===== config.mk =====
export PLATFORM = sky130hd
export DESIGN_NAME = mux_sel_pipe
export DESIGN_NICKNAME = d
export VERILOG_FILES = /design/src/rtl/mux_sel_pipe_pkg.sv /design/src/rtl/mux_sel_pipe_comb.sv /design/src/rtl/mux_sel_pipe.sv
export SDC_FILE = /design/constraint.sdc
export NUM_CORES = 1
export LEC_CHECK = 0
export CAP_MARGIN = 20
export CORE_UTILIZATION = 40
export CTS_BUF_LIST = sky130_fd_sc_hd__clkbuf_4 sky130_fd_sc_hd__clkbuf_8 sky130_fd_sc_hd__clkbuf_16
export CTS_CLUSTER_DIAMETER = 200
export DETAILED_ROUTE_END_ITERATION = 8
export PLACE_DENSITY = 0.83
export SYNTH_ARGS = -nofsm -noshare
export SYNTH_HDL_FRONTEND = slang
export SYNTH_SLANG_ARGS = --single-unit
export TNS_END_PERCENT = 30

===== constraint.sdc =====
create_clock -name clk -period 3.8 [get_ports clk]
set_input_delay 0.57 -clock clk [delete_from_list [all_inputs] [get_ports clk]]
set_output_delay 0.57 -clock clk [all_outputs]
set_load 0.01 [all_outputs]

===== src/rtl/mux_sel_pipe_pkg.sv =====
// -----------------------------------------------------------------------------
// mux_sel_pipe_pkg
// Shared definitions for the registered operand selector:
//   - pipe_state_e : occupancy of the output stage (main register + skid entry)
//   - sel_in_range : decides whether a binary select addresses a real input
// -----------------------------------------------------------------------------
package mux_sel_pipe_pkg;

    // Occupancy of the output stage. ONE = main register full, TWO = main and
    // skid entry both full.
    typedef enum logic [1:0] {
        ST_EMPTY = 2'd0,
        ST_ONE   = 2'd1,
        ST_TWO   = 2'd2
    } pipe_state_e;

    // True when select value sel addresses one of the n populated inputs.
    function automatic logic sel_in_range(input int sel, input int n);
        return (sel < n);
    endfunction

endpackage


===== src/rtl/mux_sel_pipe_comb.sv =====
// -----------------------------------------------------------------------------
// mux_sel_pipe_comb
// Purely combinational NUM_IN-way selector over a packed input bus.
// Ports:
//   in_data  : NUM_IN*WIDTH packed inputs, input i at [i*WIDTH +: WIDTH]
//   in_sel   : binary select
//   sel_data : selected word, or DEFAULT_VAL when in_sel >= NUM_IN
//   sel_hit  : 1 when in_sel addressed a real input
// -----------------------------------------------------------------------------
module mux_sel_pipe_comb
    import mux_sel_pipe_pkg::*;
#(
    parameter int               WIDTH       = 32,
    parameter int               NUM_IN      = 6,
    parameter int               SEL_W       = 3,
    parameter logic [WIDTH-1:0] DEFAULT_VAL = {WIDTH{1'b0}}
) (
    input  logic [NUM_IN*WIDTH-1:0] in_data,
    input  logic [SEL_W-1:0]        in_sel,
    output logic [WIDTH-1:0]        sel_data,
    output logic                    sel_hit
);

    logic [WIDTH-1:0] or_tree_s;
    logic             hit_s;

    // AND-OR selection: each input is gated by its own select match, so no
    // variable part-select is needed and unused select codes fall out as zero.
    always_comb begin
        or_tree_s = {WIDTH{1'b0}};
        for (int i = 0; i < NUM_IN; i++) begin
            or_tree_s = or_tree_s |
                        ({WIDTH{in_sel == SEL_W'(i)}} & in_data[i*WIDTH +: WIDTH]);
        end
    end

    // Range decision and substitution of the default word for unused codes.
    always_comb begin
        hit_s    = sel_in_range(int'(in_sel), NUM_IN);
        sel_data = hit_s ? or_tree_s : DEFAULT_VAL;
        sel_hit  = hit_s;
    end

endmodule


===== src/rtl/mux_sel_pipe.sv =====
// -----------------------------------------------------------------------------
// mux_sel_pipe
// N-way WIDTH-bit operand selector with a registered output stage and a
// 2-entry skid buffer (main register + one skid entry), valid/ready on both
// sides. One-cycle latency, one transfer per cycle while out_ready is high.
// Ports:
//   clk, resetn : clock, asynchronous active-low reset
//   flush       : synchronous flush, drops all buffered entries
//   in_data     : NUM_IN*WIDTH packed inputs
//   in_sel      : binary select
//   in_valid    : upstream offers a selection
//   in_ready    : block accepts this cycle (registered, no path from out_ready)
//   out_data    : selected word (registered)
//   out_hit     : 1 = select in range, 0 = DEFAULT_VAL substituted
//   out_valid   : out_data/out_hit are valid
//   out_ready   : downstream accepts this cycle
// -----------------------------------------------------------------------------
module mux_sel_pipe
    import mux_sel_pipe_pkg::*;
#(
    parameter int               WIDTH       = 32,
    parameter int               NUM_IN      = 6,
    parameter int               SEL_W       = 3,
    parameter logic [WIDTH-1:0] DEFAULT_VAL = {WIDTH{1'b0}}
) (
    input  logic                    clk,
    input  logic                    resetn,
    input  logic                    flush,
    input  logic [NUM_IN*WIDTH-1:0] in_data,
    input  logic [SEL_W-1:0]        in_sel,
    input  logic                    in_valid,
    output logic                    in_ready,
    output logic [WIDTH-1:0]        out_data,
    output logic                    out_hit,
    output logic                    out_valid,
    input  logic                    out_ready
);

    pipe_state_e      state_r;
    pipe_state_e      next_state_s;
    logic             in_ready_r;
    logic             out_valid_r;
    logic [WIDTH-1:0] main_data_r;
    logic             main_hit_r;
    logic [WIDTH-1:0] skid_data_r;
    logic             skid_hit_r;

    logic [WIDTH-1:0] sel_data_s;
    logic             sel_hit_s;
    logic             accept_s;
    logic             drain_s;
    logic             load_main_s;
    logic             load_skid_s;
    logic             skid_to_main_s;

    mux_sel_pipe_comb #(
        .WIDTH       (WIDTH),
        .NUM_IN      (NUM_IN),
        .SEL_W       (SEL_W),
        .DEFAULT_VAL (DEFAULT_VAL)
    ) u_sel (
        .in_data  (in_data),
        .in_sel   (in_sel),
        .sel_data (sel_data_s),
        .sel_hit  (sel_hit_s)
    );

    // Handshake terms; both use only registered flags on the local side.
    always_comb begin
        accept_s = in_valid & in_ready_r;
        drain_s  = out_valid_r & out_ready;
    end

    // Next-state and register-load decisions for the main/skid pair.
    always_comb begin
        next_state_s   = state_r;
        load_main_s    = 1'b0;
        load_skid_s    = 1'b0;
        skid_to_main_s = 1'b0;
        if (flush) begin
            // Flush wins over any same-cycle accept: nothing is loaded.
            next_state_s = ST_EMPTY;
        end else begin
            case (state_r)
                ST_EMPTY: begin
                    if (accept_s) begin
                        next_state_s = ST_ONE;
                        load_main_s  = 1'b1;
                    end else begin
                        next_state_s = ST_EMPTY;
                    end
                end
                ST_ONE: begin
                    if (accept_s && drain_s) begin
                        next_state_s = ST_ONE;
                        load_main_s  = 1'b1;
                    end else if (accept_s) begin
                        next_state_s = ST_TWO;
                        load_skid_s  = 1'b1;
                    end else if (drain_s) begin
                        next_state_s = ST_EMPTY;
                    end else begin
                        next_state_s = ST_ONE;
                    end
                end
                ST_TWO: begin
                    if (drain_s) begin
                        next_state_s   = ST_ONE;
                        skid_to_main_s = 1'b1;
                    end else begin
                        next_state_s = ST_TWO;
                    end
                end
                default: begin
                    next_state_s = ST_EMPTY;
                end
            endcase
        end
    end

    // State register plus the registered in_ready/out_valid flags derived
    // from the next state, so both outputs come straight from flops.
    always_ff @(posedge clk or negedge resetn) begin
        if (!resetn) begin
            state_r     <= ST_EMPTY;
            in_ready_r  <= 1'b1;
            out_valid_r <= 1'b0;
        end else begin
            state_r     <= next_state_s;
            in_ready_r  <= (next_state_s != ST_TWO);
            out_valid_r <= (next_state_s != ST_EMPTY);
        end
    end

    // Main (output) register: new selection or promoted skid entry; holds
    // otherwise, which keeps out_data stable under stall and across flush.
    always_ff @(posedge clk or negedge resetn) begin
        if (!resetn) begin
            main_data_r <= {WIDTH{1'b0}};
            main_hit_r  <= 1'b0;
        end else if (load_main_s) begin
            main_data_r <= sel_data_s;
            main_hit_r  <= sel_hit_s;
        end else if (skid_to_main_s) begin
            main_data_r <= skid_data_r;
            main_hit_r  <= skid_hit_r;
        end else begin
            main_data_r <= main_data_r;
            main_hit_r  <= main_hit_r;
        end
    end

    // Skid entry: captures the selection accepted while the output stalls.
    always_ff @(posedge clk or negedge resetn) begin
        if (!resetn) begin
            skid_data_r <= {WIDTH{1'b0}};
            skid_hit_r  <= 1'b0;
        end else if (load_skid_s) begin
            skid_data_r <= sel_data_s;
            skid_hit_r  <= sel_hit_s;
        end else begin
            skid_data_r <= skid_data_r;
            skid_hit_r  <= skid_hit_r;
        end
    end

    assign in_ready  = in_ready_r;
    assign out_valid = out_valid_r;
    assign out_data  = main_data_r;
    assign out_hit   = main_hit_r;

endmodule

==> metrics <==
status finished, final reports clean; most common cell after layout, fill and taps aside clkdlybuf4s50_1; CP endpoint kind flop; Placement Cell Area about 7000 um^2; diode count 0; FILL cells roughly 870; TritonCTS Sinks 70; Least-Margin Pin Slew roughly 1.0 ns; clock buffer depth 2; Simple-Gate Fraction of Synth Area 12.78%; Mapped Nets 720; DR iter-0 viols 375; minimum clock period ~2.5 ns; DRC 0; synth unique cells 36; RSZ-0062 raised after global routing no; CP delay by family, top buffers and inverters; Placed Instances ~850; final hold vios 0; Final WS setup 1.348 ns; setup_tns 0 ns; Clock power frac 30.6%; CTS tree yes; Max Slew Vio Count 0; pwr/cell area around 400 nW/um^2; Post-CTS Hold Buffers 0; area taken by multi-input logic gates around 2500 um^2; vias in the first global route roughly 4800; Final GP Congestion between 0.8 and 0.9; Final #Nets 926; IO buf count about 230; mux contribution to synthesized area between 15 and 20%; Layout area overhead 58.24%; CP Cell Sequence clkdlybuf4s50_1 -> nand2_1 -> inv_1 -> ha_1 -> and2_1 -> o21ai_2 -> a21o_1 -> buf_4 -> o211ai_1; total gr overflow 0; layout cells sized above 1 under 10%; Clock Tree Root clkbuf_16; combinational family with the most area after synthesis compound AO/OA/AOI/OAI gates; Setup Skew 0.004831 ns; kind of critical path primary input to flop; adder-cell share of the synthesized area less than 1%; Peak VDD IR ~310 uV; Post-Route WL ~16000 um; sequential fraction of design power 37.5%; starting density of the core 41.52%; H-tree Lvls 3; Slowest-stage cell, CP clkdlybuf4s50_1; Rows 38; total CTS buffers 9; Net Sw Power ~0.82 mW; die area about 12000 um^2; die width about 110 um; switching share of power between 20% and 30%; buffers inserted by post-CTS timing repair 0; total power draw 2.899 mW; total of max-cap violations 0; Req. time, crit path around 4.0 ns; DP HPWL about 12000 um; most frequent cells in the layout 230 x clkdlybuf4s50_1, 72 x nand2_1, 69 x dfrtp_1; P_int 2.080 mW; pin count of the biggest net entering global routing 75; Fmax achieved ~0.4 GHz; leakage roughly 3.0 nW; drt via density between 5 and 6; Finish-stage setup viols 0; Core ar. between 10000 and 15000 um^2; Register Area about 1800 um^2; peak per-stage delay on the critical path about 0.43 ns; first-pass GRT wire length ~24000 um; initial antenna violation count 0; Synth Area in XOR/XNOR 0%; sequential share of the synthesized area 38.44%; Synth Warn # 0; Final Non-Filler Cells 869; HP Class primary input to asynchronous set/reset pin; gr usage total about 27%; antenna viol nets, final 0; Max-slew headroom a little under a third; Reg clk slew, reported paths about 0.05 ns; Gate power share 31.9%; drt wl/cell 18.55 um; post-cts repair resize count 0; Synth Area in Compound Gates a little over a quarter; final instance area 7217 um^2; die height around 110 um; Worst Path Max Fanout 17; Buf+Inv Stages, Crit Path 3; Detailed Routing Iterations Pass 1 5; num ports 235; Gate Count Post-Synth ~520; clk_lat worst skew between 0.3 and 0.4 ns; final cycle utilization of the critical path between 60% and 70%; DR vias 4918; synthesized flop and latch total 70; pre-CTS WS around 1.0 ns; crit path DAT 2.64 ns; syn avg cell area 8.804 um^2; crit path launch type primary input; Netlist Area Pre-Place roughly 4600 um^2
==> per-stage QoR <==
stage,util (%),hold slack [ns]
finish,65.71,0.1101
global route,65.71,0.1257
CTS,65.28,0.4799
detailed placement,62.36,0.4643
global placement,62.36,0.4601
floorplan,-,0.2744
==> worst reg2reg max path: stages, from the launching register on <==
cell and delay [ns]:
dfrtp_1 0.39, nand2_1 0.15, inv_1 0.09, ha_1 0.19
and2_1 0.16, o21ai_2 0.17, a21o_1 0.43, buf_4 0.32
o211ai_1 0.14
==> final timing paths <==
| path | start | to | slack [ns] | cells past startpoint |
|---|---|---|---|---|
| max | out_ready | out_data[14]$_DFFE_PN0P_ | 1.35 | 9 |
| min | resetn | skid_data_r[17]$_DFFE_PN0P_ | 0.11 | 1 |
| max reg2reg | out_valid$_DFF_PN0_ | out_data[14]$_DFFE_PN0P_ | 1.62 | 8 |
| min reg2reg | skid_data_r[18]$_DFFE_PN0P_ | skid_data_r[18]$_DFFE_PN0P_ | 0.48 | 2 |
| max in group asynchronous | resetn | out_data[28]$_DFFE_PN0P_ | 2.88 | 3 |
| min in group clk | skid_data_r[18]$_DFFE_PN0P_ | skid_data_r[18]$_DFFE_PN0P_ | 0.48 | 2 |
==> final cells by class <==
class / instances / share of cell area, %
Inverter: 5 / 0.2601
Tap cell: 140 / 2.427
Multi-Input combinational cell: 392 / 34.67
Clock inverter: 4 / 1.006
Timing Repair Buffer: 246 / 33.91
Sequential cell: 70 / 24.29
Clock buffer: 12 / 3.433
==> flip-flops by register name, summed over array words and instances, names as in the netlist <==
register and flops:
state_r 2, in_ready 1, skid_hit_r 1, skid_data_r 32, out_valid 1, out_data 32, out_hit 1
==> kinds of logic after synthesis <==
group / after synthesis
AO/OA/AOI/OAI: 190
adder cells (fa/ha/maj): 2
buffers and inverters: 56
flip-flops: 70
multiplexers: 67
AND/OR/NAND/NOR: 133
==> power by group through the flow <==
stage | clock network [mW] | registers, mW | logic (mW)
detailed placement | 0 | 1.10 | 0.916
CTS | 0.899 | 1.09 | 0.923
global route | 0.924 | 1.11 | 1.00
finish | 0.886 | 1.09 | 0.924
floorplan | 0 | 1.11 | 0.368
global placement | 0 | 1.09 | 0.885
==> metal layers <==
metal | track usage (%) | vias to the layer above | wire [um]
li1 | - | 2323 | -
met1 | 33.23 | 2302 | 6343
met2 | 46.75 | 261 | 8177
met3 | 4.363 | 32 | 1125
met4 | 12.74 | 0 | 478
met5 | 0 | - | 0
==> Yosys cell counts (all sizes together) <==
cell type,count,share of area (%)
nand2b,3,0.41
nor2,16,1.4
a221o,11,2.4
and3b,2,0.38
nor3b,1,0.16
a21oi,48,5.3
nor2b,1,0.14
o21bai,1,0.16
clkbuf,19,1.6
inv,5,0.41
o211ai,18,3.0
nand3,33,3.6
o221a,1,0.25
dfrtp,69,38
buf,32,4.7
a22oi,1,0.16
or3b,1,0.19
o21ai,46,5.1
o22ai,17,2.3
ha,2,0.55
a211oi,21,3.5
mux4,1,0.49
mux2,17,4.2
dfstp,1,0.58
nand3b,1,0.16
a21o,12,2.0
o2bb2ai,1,0.19
nand2,72,5.9
a31oi,13,1.8
mux2i,49,11
and2,2,0.27
or2,1,0.14
Power figures use the tool's default switching activity.
